===== config.mk =====
export PLATFORM = sky130hd
export DESIGN_NAME = t_ff_updown_counter
export DESIGN_NICKNAME = d
export VERILOG_FILES = /design/src/rtl/t_ff_pkg.sv /design/src/rtl/t_ff_cell.sv /design/src/rtl/t_ff_updown_counter.sv
export SDC_FILE = /design/constraint.sdc
export NUM_CORES = 1
export LEC_CHECK = 0
export ABC_AREA = 1
export BUFFER_PORTS_ARGS = -buffer_cell sky130_fd_sc_hd__buf_2
export CORE_AREA = 2 2 39 41
export DETAILED_ROUTE_END_ITERATION = 8
export DIE_AREA = 0 0 41 43
export PLACE_DENSITY_LB_ADDON = 0.2
export SETUP_SLACK_MARGIN = 0.4
export SLEW_MARGIN = 20
export SYNTH_ARGS = -nofsm -noshare
export SYNTH_HDL_FRONTEND = slang
export SYNTH_SLANG_ARGS = --single-unit

===== constraint.sdc =====
create_clock -name clk -period 1.7 [get_ports clk]
set_input_delay 0.255 -clock clk [delete_from_list [all_inputs] [get_ports clk]]
set_output_delay 0.255 -clock clk [all_outputs]
set_load 0.03 [all_outputs]

===== src/rtl/t_ff_pkg.sv =====
// Shared definitions for the T-flip-flop counter family: mode encodings and parameter helpers.
// Latency: none (types and constants only). Backpressure: not applicable.
package t_ff_pkg;

  typedef enum logic [1:0] {
    MODE_HOLD = 2'b00,
    MODE_UP   = 2'b01,
    MODE_DOWN = 2'b10,
    MODE_LOAD = 2'b11
  } mode_e;

  // Largest count a WIDTH-bit register can hold; valid for WIDTH up to 31.
  function automatic int max_for_width(input int width);
    return (2 ** width) - 1;
  endfunction

endpackage


===== src/rtl/t_ff_cell.sv =====
// Single T flip-flop with synchronous active-low reset; t=1 toggles q on the rising edge.
// Latency: one clock from t to q. Backpressure: none, the cell accepts t on every edge.
module t_ff_cell (
  input  logic clk,
  input  logic rst,
  input  logic t,
  output logic q,
  output logic qb
);

  logic q_q;
  logic q_d;

  always_comb begin
    q_d = q_q;
    if (t) begin
      q_d = ~q_q;
    end
  end

  always_ff @(posedge clk) begin
    if (!rst) begin
      q_q <= 1'b0;
    end else begin
      q_q <= q_d;
    end
  end

  assign q  = q_q;
  assign qb = ~q_q;

endmodule


===== src/rtl/t_ff_updown_counter.sv =====
// Mod-(MAX_COUNT+1) up/down/load counter built from one T flip-flop per bit, with tc and wrap flags.
// Latency: one clock to q/wrap, tc is combinational. Backpressure: none, en gates every edge.
module t_ff_updown_counter
  import t_ff_pkg::*;
#(
  parameter int WIDTH     = 4,
  parameter int MAX_COUNT = (2 ** WIDTH) - 1,
  parameter bit SATURATE  = 1'b0
) (
  input  logic             clk,
  input  logic             rst,
  input  logic             en,
  input  logic [1:0]       mode,
  input  logic [WIDTH-1:0] load_val,
  output logic [WIDTH-1:0] q,
  output logic [WIDTH-1:0] qb,
  output logic             tc,
  output logic             wrap
);

  if ((WIDTH < 1) || (MAX_COUNT < 1) || (MAX_COUNT > max_for_width(WIDTH))) begin : g_bad_params
    $error("t_ff_updown_counter: MAX_COUNT must lie in 1 .. 2**WIDTH-1");
  end

  // Limits compared one bit wider than the register so MAX_COUNT = 2**WIDTH-1 cannot alias.
  localparam logic [WIDTH:0]   MAX_EXT = (WIDTH + 1)'(MAX_COUNT);
  localparam logic [WIDTH-1:0] MAX_Q   = WIDTH'(MAX_COUNT);
  localparam logic [WIDTH-1:0] ONE_Q   = WIDTH'(1);

  mode_e            mode_s;
  logic [WIDTH:0]   q_ext;
  logic [WIDTH:0]   load_ext;
  logic [WIDTH-1:0] next_q;
  logic [WIDTH-1:0] t_vec;
  logic [WIDTH-1:0] q_vec;
  logic [WIDTH-1:0] qb_vec;
  logic             at_max;
  logic             at_zero;
  logic             wrap_d;
  logic             wrap_q;

  assign mode_s   = mode_e'(mode);
  assign q_ext    = {1'b0, q_vec};
  assign load_ext = {1'b0, load_val};
  assign at_max   = (q_ext == MAX_EXT);
  assign at_zero  = (q_vec == '0);

  // Increments and decrements only happen strictly inside the limits, so WIDTH bits never overflow.
  always_comb begin
    next_q = q_vec;
    wrap_d = 1'b0;
    if (en) begin
      case (mode_s)
        MODE_UP: begin
          if (q_ext > MAX_EXT) begin
            next_q = '0;
          end else if (at_max) begin
            if (SATURATE) begin
              next_q = MAX_Q;
            end else begin
              next_q = '0;
              wrap_d = 1'b1;
            end
          end else begin
            next_q = q_vec + ONE_Q;
          end
        end
        MODE_DOWN: begin
          if (q_ext > MAX_EXT) begin
            next_q = MAX_Q;
          end else if (at_zero) begin
            if (SATURATE) begin
              next_q = '0;
            end else begin
              next_q = MAX_Q;
              wrap_d = 1'b1;
            end
          end else begin
            next_q = q_vec - ONE_Q;
          end
        end
        MODE_LOAD: begin
          next_q = (load_ext > MAX_EXT) ? MAX_Q : load_val;
        end
        default: begin
          next_q = q_vec;
        end
      endcase
    end
  end

  // Every transition, loads and wraps included, is expressed as a per-bit toggle mask.
  assign t_vec = q_vec ^ next_q;

  for (genvar i = 0; i < WIDTH; i++) begin : g_cell
    t_ff_cell u_cell (
      .clk (clk),
      .rst (rst),
      .t   (t_vec[i]),
      .q   (q_vec[i]),
      .qb  (qb_vec[i])
    );
  end

  always_ff @(posedge clk) begin
    if (!rst) begin
      wrap_q <= 1'b0;
    end else begin
      wrap_q <= wrap_d;
    end
  end

  assign q    = q_vec;
  assign qb   = qb_vec;
  assign wrap = wrap_q;
  assign tc   = en & (((mode_s == MODE_UP) & at_max) | ((mode_s == MODE_DOWN) & at_zero));

endmodule


* Word-level counts from Yosys, hierarchy flattened
Index checks and enable logic that the tools add are counted.
W data, S select, Z words.
** Storage, ports and cells
- Bits in registers :: 5
- Output and inout port bits :: 10
- Logic and storage cells :: 36
** Operators by class
- $add $sub $neg :: 2
- Magnitude comparators :: 2
- Equal/unequal tests :: 4
- Mux-type cells :: 12
- Bitwise operators :: 9
- Reductions and logical operators :: 2
** Operators with widths (count)
- $mux W4 :: 6
- $pmux W4 S3 :: 1
- $gt A4 B4 Y1 const B :: 2
- $add A4 B1 Y4 const B :: 1
- $eq A2 B2 Y1 const B :: 2
- $eq A4 B4 Y1 const B :: 1
- $logic_not A4 Y1 :: 1
- $mux W1 :: 4
- $not A1 Y1 :: 4
- $sub A4 B1 Y4 const B :: 1
- $xor A4 B4 Y4 :: 1
- $and A1 B1 Y1 :: 3
- $eq A2 B1 Y1 const B :: 1
- $pmux W1 S2 :: 1
- $reduce_and A2 Y1 :: 1
- $or A1 B1 Y1 :: 1

* Depth between registers and ports, before layout
Gate-level depths: netlist of the first run.
- Depth after elaboration :: 6
- Gate-level depth with buffers :: 10

* By module
A second synthesis of the first run with hierarchy kept.
** Unflattened totals
- Cells, all modules :: 95
- Area, all modules :: 536.8 um^2
** Modules (own cells, without submodules)
- t_ff_updown_counter :: times used 1, cells each 71, area an instance 381.6 um^2
- t_ff_cell :: times used 4, cells each 6, area an instance 38.8 um^2

* Worst setup path before layout of the first run
Ideal clock, no wire load.
- Kind :: register to output
- From :: reg g_cell[1].u_cell.q_q
- To :: out tc
- Arrival :: 1291 ps
- Data required time :: 1445 ps
- Setup slack :: 154 ps
- Cell stages (with the launch flop) :: 6
- Cells stage by stage :: dfxtp_1 > ha_1 > nand3_1 > inv_1 > nand2_1 > a21oi_1
** Between the ends
- Longest elaborated chain between the ends :: 4
** RTL lines
- start: declaration :: line t_ff_cell.sv:11 : logic q_q;
- start signal: assignment :: line t_ff_cell.sv:25 : q_q <= q_d;
- $eq A4 B4 Y1 / $logic_not A4 Y1 (equally long branches) :: line t_ff_updown_counter.sv:45, t_ff_updown_counter.sv:46
- $and A1 B1 Y1 :: line t_ff_updown_counter.sv:116 : assign tc = en & (((mode_s == MODE_UP) & at_max) | ((mode_s == MODE_DOWN) & at_zero));
- $or A1 B1 Y1 (*) :: line t_ff_updown_counter.sv:116
- $and A1 B1 Y1 (*) :: line t_ff_updown_counter.sv:116
- end: declaration :: line t_ff_updown_counter.sv:17 : output logic tc,
Every way passes the cells marked *; elsewhere a longest branch is shown, timed or not.

* Worst setup path after layout of the first run
- From :: reg g_cell[0].u_cell.q_q
- To :: out tc
** Between the ends
- Longest elaborated chain between the ends :: 4
** RTL lines (line)
- start: declaration :: t_ff_cell.sv:11
- start signal: assignment :: t_ff_cell.sv:25
- $eq A4 B4 Y1 / $logic_not A4 Y1 (equally long branches) :: t_ff_updown_counter.sv:45, t_ff_updown_counter.sv:46
- $and A1 B1 Y1 :: t_ff_updown_counter.sv:116
- $or A1 B1 Y1 (*) :: t_ff_updown_counter.sv:116
- $and A1 B1 Y1 (*) :: t_ff_updown_counter.sv:116
Marked as above.

==> flow_summary_export.csv, run 1 <==
group,metric,value,unit
placed_design,dp_cells,108,
worst_setup_path,cp.depth,5,
timing,fmax,664.8,MHz
global_route,grtUsageTotal,0.1717,
timing,slew_headroom,0.8435,
worst_setup_path,cp.required,1.44,ns
clocking,cts_max_level,1,
floorplanning,placementRows,14,
worst_setup_path,cpLargestDelayFamily,"flip-flops",
layout,diodes,0,
placed_design,portBuffers,18,
floorplanning,die_h,43,um
routing,met3WireLength,65,um
worst_setup_path,crit_path_max_incr_delay,0.36,ns
floorplanning,fp.dieArea,1763,um^2
clocking,clockBufferDepth,2,
clocking,root_buffer,"clkbuf_4",
yosys,synth_warnings,0,
worst_setup_path,cp_max_fo,4,
timing,tns,0,ns
timing,maxSlewViolCount,0,
routing,dr_wl_met2,656,um
floorplanning,coreArea,1384,um^2
routing,m1WireLength,503,um
placed_design,post-dp-hpwl,935.6,um
yosys,synth.ff_latch_count,5,
clocking,clkTransAtPathRegs,0.04,ns
clocking,hold_buffers,0,
worst_setup_path,crit_type,"reg -> out",
routing,routed_wl,1225,um
worst_setup_path,setup.worst_path.start_class,"flip-flop",
routing,drtAntennaViolNets,0,
routing,drt_iter0_drc,12,
global_route,grt_pass1_vias,517,
outcome,status,"completed",
yosys,synth_area_per_cell,6.332,um^2
global_route,grt_max_degree,8,
routing,drc,0,
worst_setup_path,cp-end-kind,"primary output",
floorplanning,die_width,41,um
yosys,syn_nets,97,
placed_design,routabilityCongestion,0.9009,
hold_path,hold-path-cell-count,3,
clocking,clock_sinks,5,
yosys,syn_area,519.2,um^2
worst_setup_path,path_cells,"inv_2 -> ha_4 -> nand3_4 -> a21oi_4 -> buf_6",
routing,top_layer_used,"met3",
worst_setup_path,arrival,1.25,ns
global_route,antenna_found_initial,0,
job,maxCapViolations,0,
pwr,powerDensity,605.7,nW/um^2
layout,fin_cells,122,
floorplanning,io_pins,19,
global_route,grt-ovfl-total,0,
pwr,ir_worst_vdd,0.5010,mV
layout,finalNetCount,122,
worst_setup_path,reg2regPathDepth,10,
layout,fillers,134,
timing,hold_viol,0,
global_route,grt_first_pass_wirelength,2097,um
clocking,cts_tree,"done",
routing,wl_per_cell,10.04,um
timing,worst_slew_pin_slew,0.2347,ns
timing,setup_violations,0,
timing,grt_setup_unrepaired,"true",
timing,post-route-period-util,0.8848,
clocking,clock_latency,0.24,ns
clocking,cts_made_buffers,3,
yosys,synth_cell_types,14,
yosys,seq_area_frac_synth,0.1928,
layout,drive_above_1_share,0.4340,
routing,vias,571,
yosys,postSynthCellCount,82,
layout,syn_to_final_growth,42.41,%
timing,fin_skew,0.004264,ns
worst_setup_path,path_buf_inv,2,
pwr,power_leakage,0.3975,nW
worst_setup_path,slowest_stage,"dfxtp_4",
floorplanning,initial_utilization,0.3752,
timing,period_needed,1.504,ns
routing,dr.pass1.iters,3,
routing,viasPerCell,4.680,
worst_setup_path,regToRegSetupSlack,0.23,ns
hold_path,min_path_type,"in -> reg",
-- flip-flops by register name, summed over array words and instances, names as in the netlist --
signal	count
g_cell.u_cell.q	4
wrap	1
-- cell usage in the layout (no fill, tap or decap), types with 2 or more instances in the layout --
| cell type | netlist | layout |
|---|---|---|
| ha_1 | 6 | 4 |
| clkbuf_4 | 0 | 3 |
| buf_4 | 8 | 11 |
| buf_2 | 0 | 17 |
| nand3_1 | 10 | 8 |
| ha_4 | 0 | 2 |
| o21ai_0 | 3 | 2 |
| dfxtp_4 | 0 | 2 |
| nor2_1 | 5 | 5 |
| or2_1 | 2 | 2 |
| nand2_1 | 16 | 15 |
| a21oi_1 | 8 | 7 |
| inv_2 | 0 | 3 |
| inv_1 | 15 | 12 |
| dfxtp_2 | 0 | 2 |
-- cell type report --
| cell class | count | area [um^2] | share of cell area |
|---|---|---|---|
| well taps | 16 | 20.02 | 0.02707 |
| multi-input cells | 53 | 347.8 | 0.4704 |
| repair buffers | 29 | 178.9 | 0.2420 |
| clock buffers | 4 | 26.28 | 0.03553 |
| inverters | 15 | 56.30 | 0.07614 |
| flip-flops and latches | 5 | 110.1 | 0.1489 |
-- routing by layer --
metal  vias up  GRT usage
li1        298          -
met1       260     0.1994
met2        13     0.2938
met3         0    0.06283
met4         0    0.02000
met5         -          0
-- where the power goes --
| group | internal [W] | switching, W |
|---|---|---|
| registers | 0.000127 | 0.0000147 |
| clock network | 0.0000886 | 0.0000464 |
| logic | 0.0000672 | 0.000104 |
| total | 0.000283 | 0.000165 |
-- timing repair --
action | in CTS | in global routing
endpoints found under the setup margin | 3 | 5
gates resized for setup | 15 | 3
buffers inserted | 9 | 1
pin swaps | 3 | 1
gates cloned | 0 | 0
-- worst min-delay path, delay by kind of cell --
family        cells  cell delay (ns)
simple gates      2             0.09
buf+inv           1             0.13
-- cells by family after synthesis --
kind of cell,share of synthesized area
and+or+nand+nor,0.2964
buffers and inverters,0.2458
DFF,0.1928
AOI/OAI and AO/OA,0.1205
adders and majority gates,0.1446
-- per-stage QoR --
| step | setup slack, ns | area, um^2 | total power (W) | hold slack [ns] | utilization |
|---|---|---|---|---|---|
| global placement | 0.2507 | 579.3 | 0.0002881 | 0.5305 | 0.4186 |
| finish | 0.1958 | 739.5 | 0.0004479 | 0.2716 | 0.5344 |
| floorplan | 0.4126 | 533.0 | 0.0002661 | 0.3757 | - |
| global route | 0.1132 | 739.5 | 0.0004944 | 0.2676 | 0.5344 |
| detailed placement | 0.1930 | 579.3 | 0.0002890 | 0.5324 | 0.4186 |
| CTS | 0.1902 | 729.5 | 0.0004537 | 0.2727 | 0.5271 |
-- synthesized netlist by cell type (all sizes together) --
cell,count,share of area
nand2,16,0.12
a21oi,8,0.077
inv,15,0.11
nor2,6,0.048
nand4,1,0.012
buf,9,0.14
dfxtp,5,0.19
ha,6,0.14
o21ai,3,0.029
or2,2,0.024
nand3,10,0.096
a21boi,1,0.014
-- worst paths after layout --
check | from | end
worst max-delay path | g_cell[0].u_cell.q | tc
worst min-delay path | rst | g_cell[2].u_cell.q
worst min register to register | g_cell[1].u_cell.q | g_cell[1].u_cell.q
worst max register to register | g_cell[1].u_cell.q | wrap
Note: power is estimated with default switching activity, not from simulation.
==> inputs of run 2 (changes only) <==
--- a/config.mk
+++ b/config.mk
@@ -7,9 +7,8 @@
 export LEC_CHECK = 0
 export ABC_AREA = 1
 export BUFFER_PORTS_ARGS = -buffer_cell sky130_fd_sc_hd__buf_2
-export CORE_AREA = 2 2 39 41
+export CORE_UTILIZATION = 40
 export DETAILED_ROUTE_END_ITERATION = 8
-export DIE_AREA = 0 0 41 43
 export PLACE_DENSITY_LB_ADDON = 0.2
 export SETUP_SLACK_MARGIN = 0.4
 export SLEW_MARGIN = 20
==> run 2 against run 1 <==
Compared with the run above: sequential cell count stayed put; non-clock buffer count shrank 2; total power rose by 1.2%; critical endpoint unchanged; critical path type unchanged; combinational power grew 3%; design area is the same.
==> flow_summary_export.csv, run 2 (synthesized netlist as in run 1, its figures left out) <==
group,metric,value,unit
worst_setup_path,cp.required,1.44,ns
routing,vias,591,
routing,drtAntennaViolNets,0,
global_route,grt_max_degree,9,
layout,largest_reg_flops,4,
clocking,cts_tree,"done",
worst_setup_path,cp-end-kind,"primary output",
routing,drt_iter0_drc,16,
timing,maxSlewViolCount,0,
timing,worst_slew_pin_slew,0.2600,ns
routing,drc,0,
clocking,clkTransAtPathRegs,0.04,ns
routing,routed_wl,1230,um
worst_setup_path,setup.worst_path.start_class,"flip-flop",
global_route,grt_first_pass_wirelength,1932,um
job,maxCapViolations,0,
global_route,grtUsageTotal,0.1878,
routing,dr.pass1.iters,4,
clocking,clock_sinks,5,
worst_setup_path,crit_type,"reg -> out",
placed_design,post-dp-hpwl,836.3,um
placed_design,postPlaceCellArea,576.8,um^2
clocking,cts_made_buffers,3,
hold_path,min_path_type,"in -> reg",
routing,wl_per_cell,10.42,um
pwr,power_leakage,0.3894,nW
floorplanning,placementRows,12,
global_route,grt-ovfl-total,0,
timing,grt_setup_unrepaired,"true",
worst_setup_path,cp_max_fo,4,
layout,finalNetCount,120,
timing,period_needed,1.487,ns
clocking,clock_latency,0.24,ns
global_route,antenna_found_initial,0,
worst_setup_path,crit_path_max_incr_delay,0.36,ns
pwr,powerDensity,612.9,nW/um^2
timing,post-route-period-util,0.8745,
layout,drive_above_1_share,0.4423,
worst_setup_path,regToRegSetupSlack,0.24,ns
placed_design,portBuffers,18,
floorplanning,die_width,38.03,um
outcome,status,"completed",
timing,hold_viol,0,
clocking,cts_max_level,1,
layout,syn_to_final_growth,42.41,%
clocking,clockBufferDepth,2,
layout,postLayoutCoreUtil,0.6396,
timing,slew_headroom,0.8264,
timing,fin_skew,0.005059,ns
layout,fin_area,739.5,um^2
layout,final_cell_mix,"buf_2, nand2_1, inv_1",
floorplanning,coreArea,1156,um^2
floorplanning,io_pins,19,
timing,timing.hold.ws,0.2817,ns
worst_setup_path,reg2regPathDepth,10,
layout,diodes,0,
clocking,root_buffer,"clkbuf_4",
timing,setup_violations,0,
placed_design,routabilityCongestion,0.8991,
worst_setup_path,path_cells,"inv_4 -> ha_4 -> nand3_4 -> a21oi_4 -> buf_6",
hold_path,hold-path-cell-count,3,
timing,tns,0,ns
worst_setup_path,arrival,1.23,ns
timing,fmax,672.6,MHz
global_route,grt_pass1_vias,472,
floorplanning,fp.dieArea,1446,um^2
worst_setup_path,slowest_stage,"dfxtp_4",
floorplanning,die_h,38.03,um
routing,viasPerCell,5.008,
floorplanning,initial_utilization,0.4491,
layout,final_common_cell,"buf_2",
pwr,ir_worst_vdd,0.4656,mV
-- run 2: worst max-delay path: cells and delay by family (launching register included) --
family          cells  cell delay, ns
flops               1            0.36
buf+inv             2            0.22
compound gates      1            0.16
fa+ha+maj           1            0.15
simple gates        1            0.10
-- run 2: routing by layer --
layer	GRT usage	vias up	share of wire
li1	-	298	-
met1	0.2464	269	0.43
met2	0.3220	24	0.49
met3	0.03488	0	0.076
met4	0.02679	0	0
met5	0	-	0
-- run 2: worst paths after layout --
check                      from                  to
max          g_cell[0].u_cell.q                  tc
min                         rst  g_cell[2].u_cell.q
max reg2reg  g_cell[0].u_cell.q                wrap
min reg2reg  g_cell[2].u_cell.q                wrap
-- run 2: through the flow --
| step | std cells | total power, W | setup slack [ns] |
|---|---|---|---|
| floorplan | 82 | 0.0002661 | 0.4126 |
| global placement | 106 | 0.0002866 | 0.2447 |
| detailed placement | 106 | 0.0002870 | 0.1952 |
| CTS | 118 | 0.0004529 | 0.2182 |
| global route | 118 | 0.0004826 | 0.1691 |
| finish | 118 | 0.0004532 | 0.2133 |
-- run 2: power breakdown --
group / switching (W) / total, W / leakage (nW) / internal [W]
clock: 0.0000463 / 0.000135 / 0.0150 / 0.0000886
combinational: 0.000108 / 0.000176 / 0.332 / 0.0000681
sequential: 0.0000159 / 0.000142 / 0.0428 / 0.000126
-- run 2: layout make-up --
cell class,count,area (um^2)
multi-input combinational,53,364.1
sequential,5,108.9
fill,103,416.7
timing repair buffer,27,163.9
clock buffer,4,26.28
inverter,15,58.81
tap,14,17.52
-- run 2: what timing repair did --
item	4_1_cts	5_1_grt
gates resized for setup	18	3
pin swaps	2	0
setup buffers	8	0
setup endpoints to repair	3	2
hold buffers	0	0
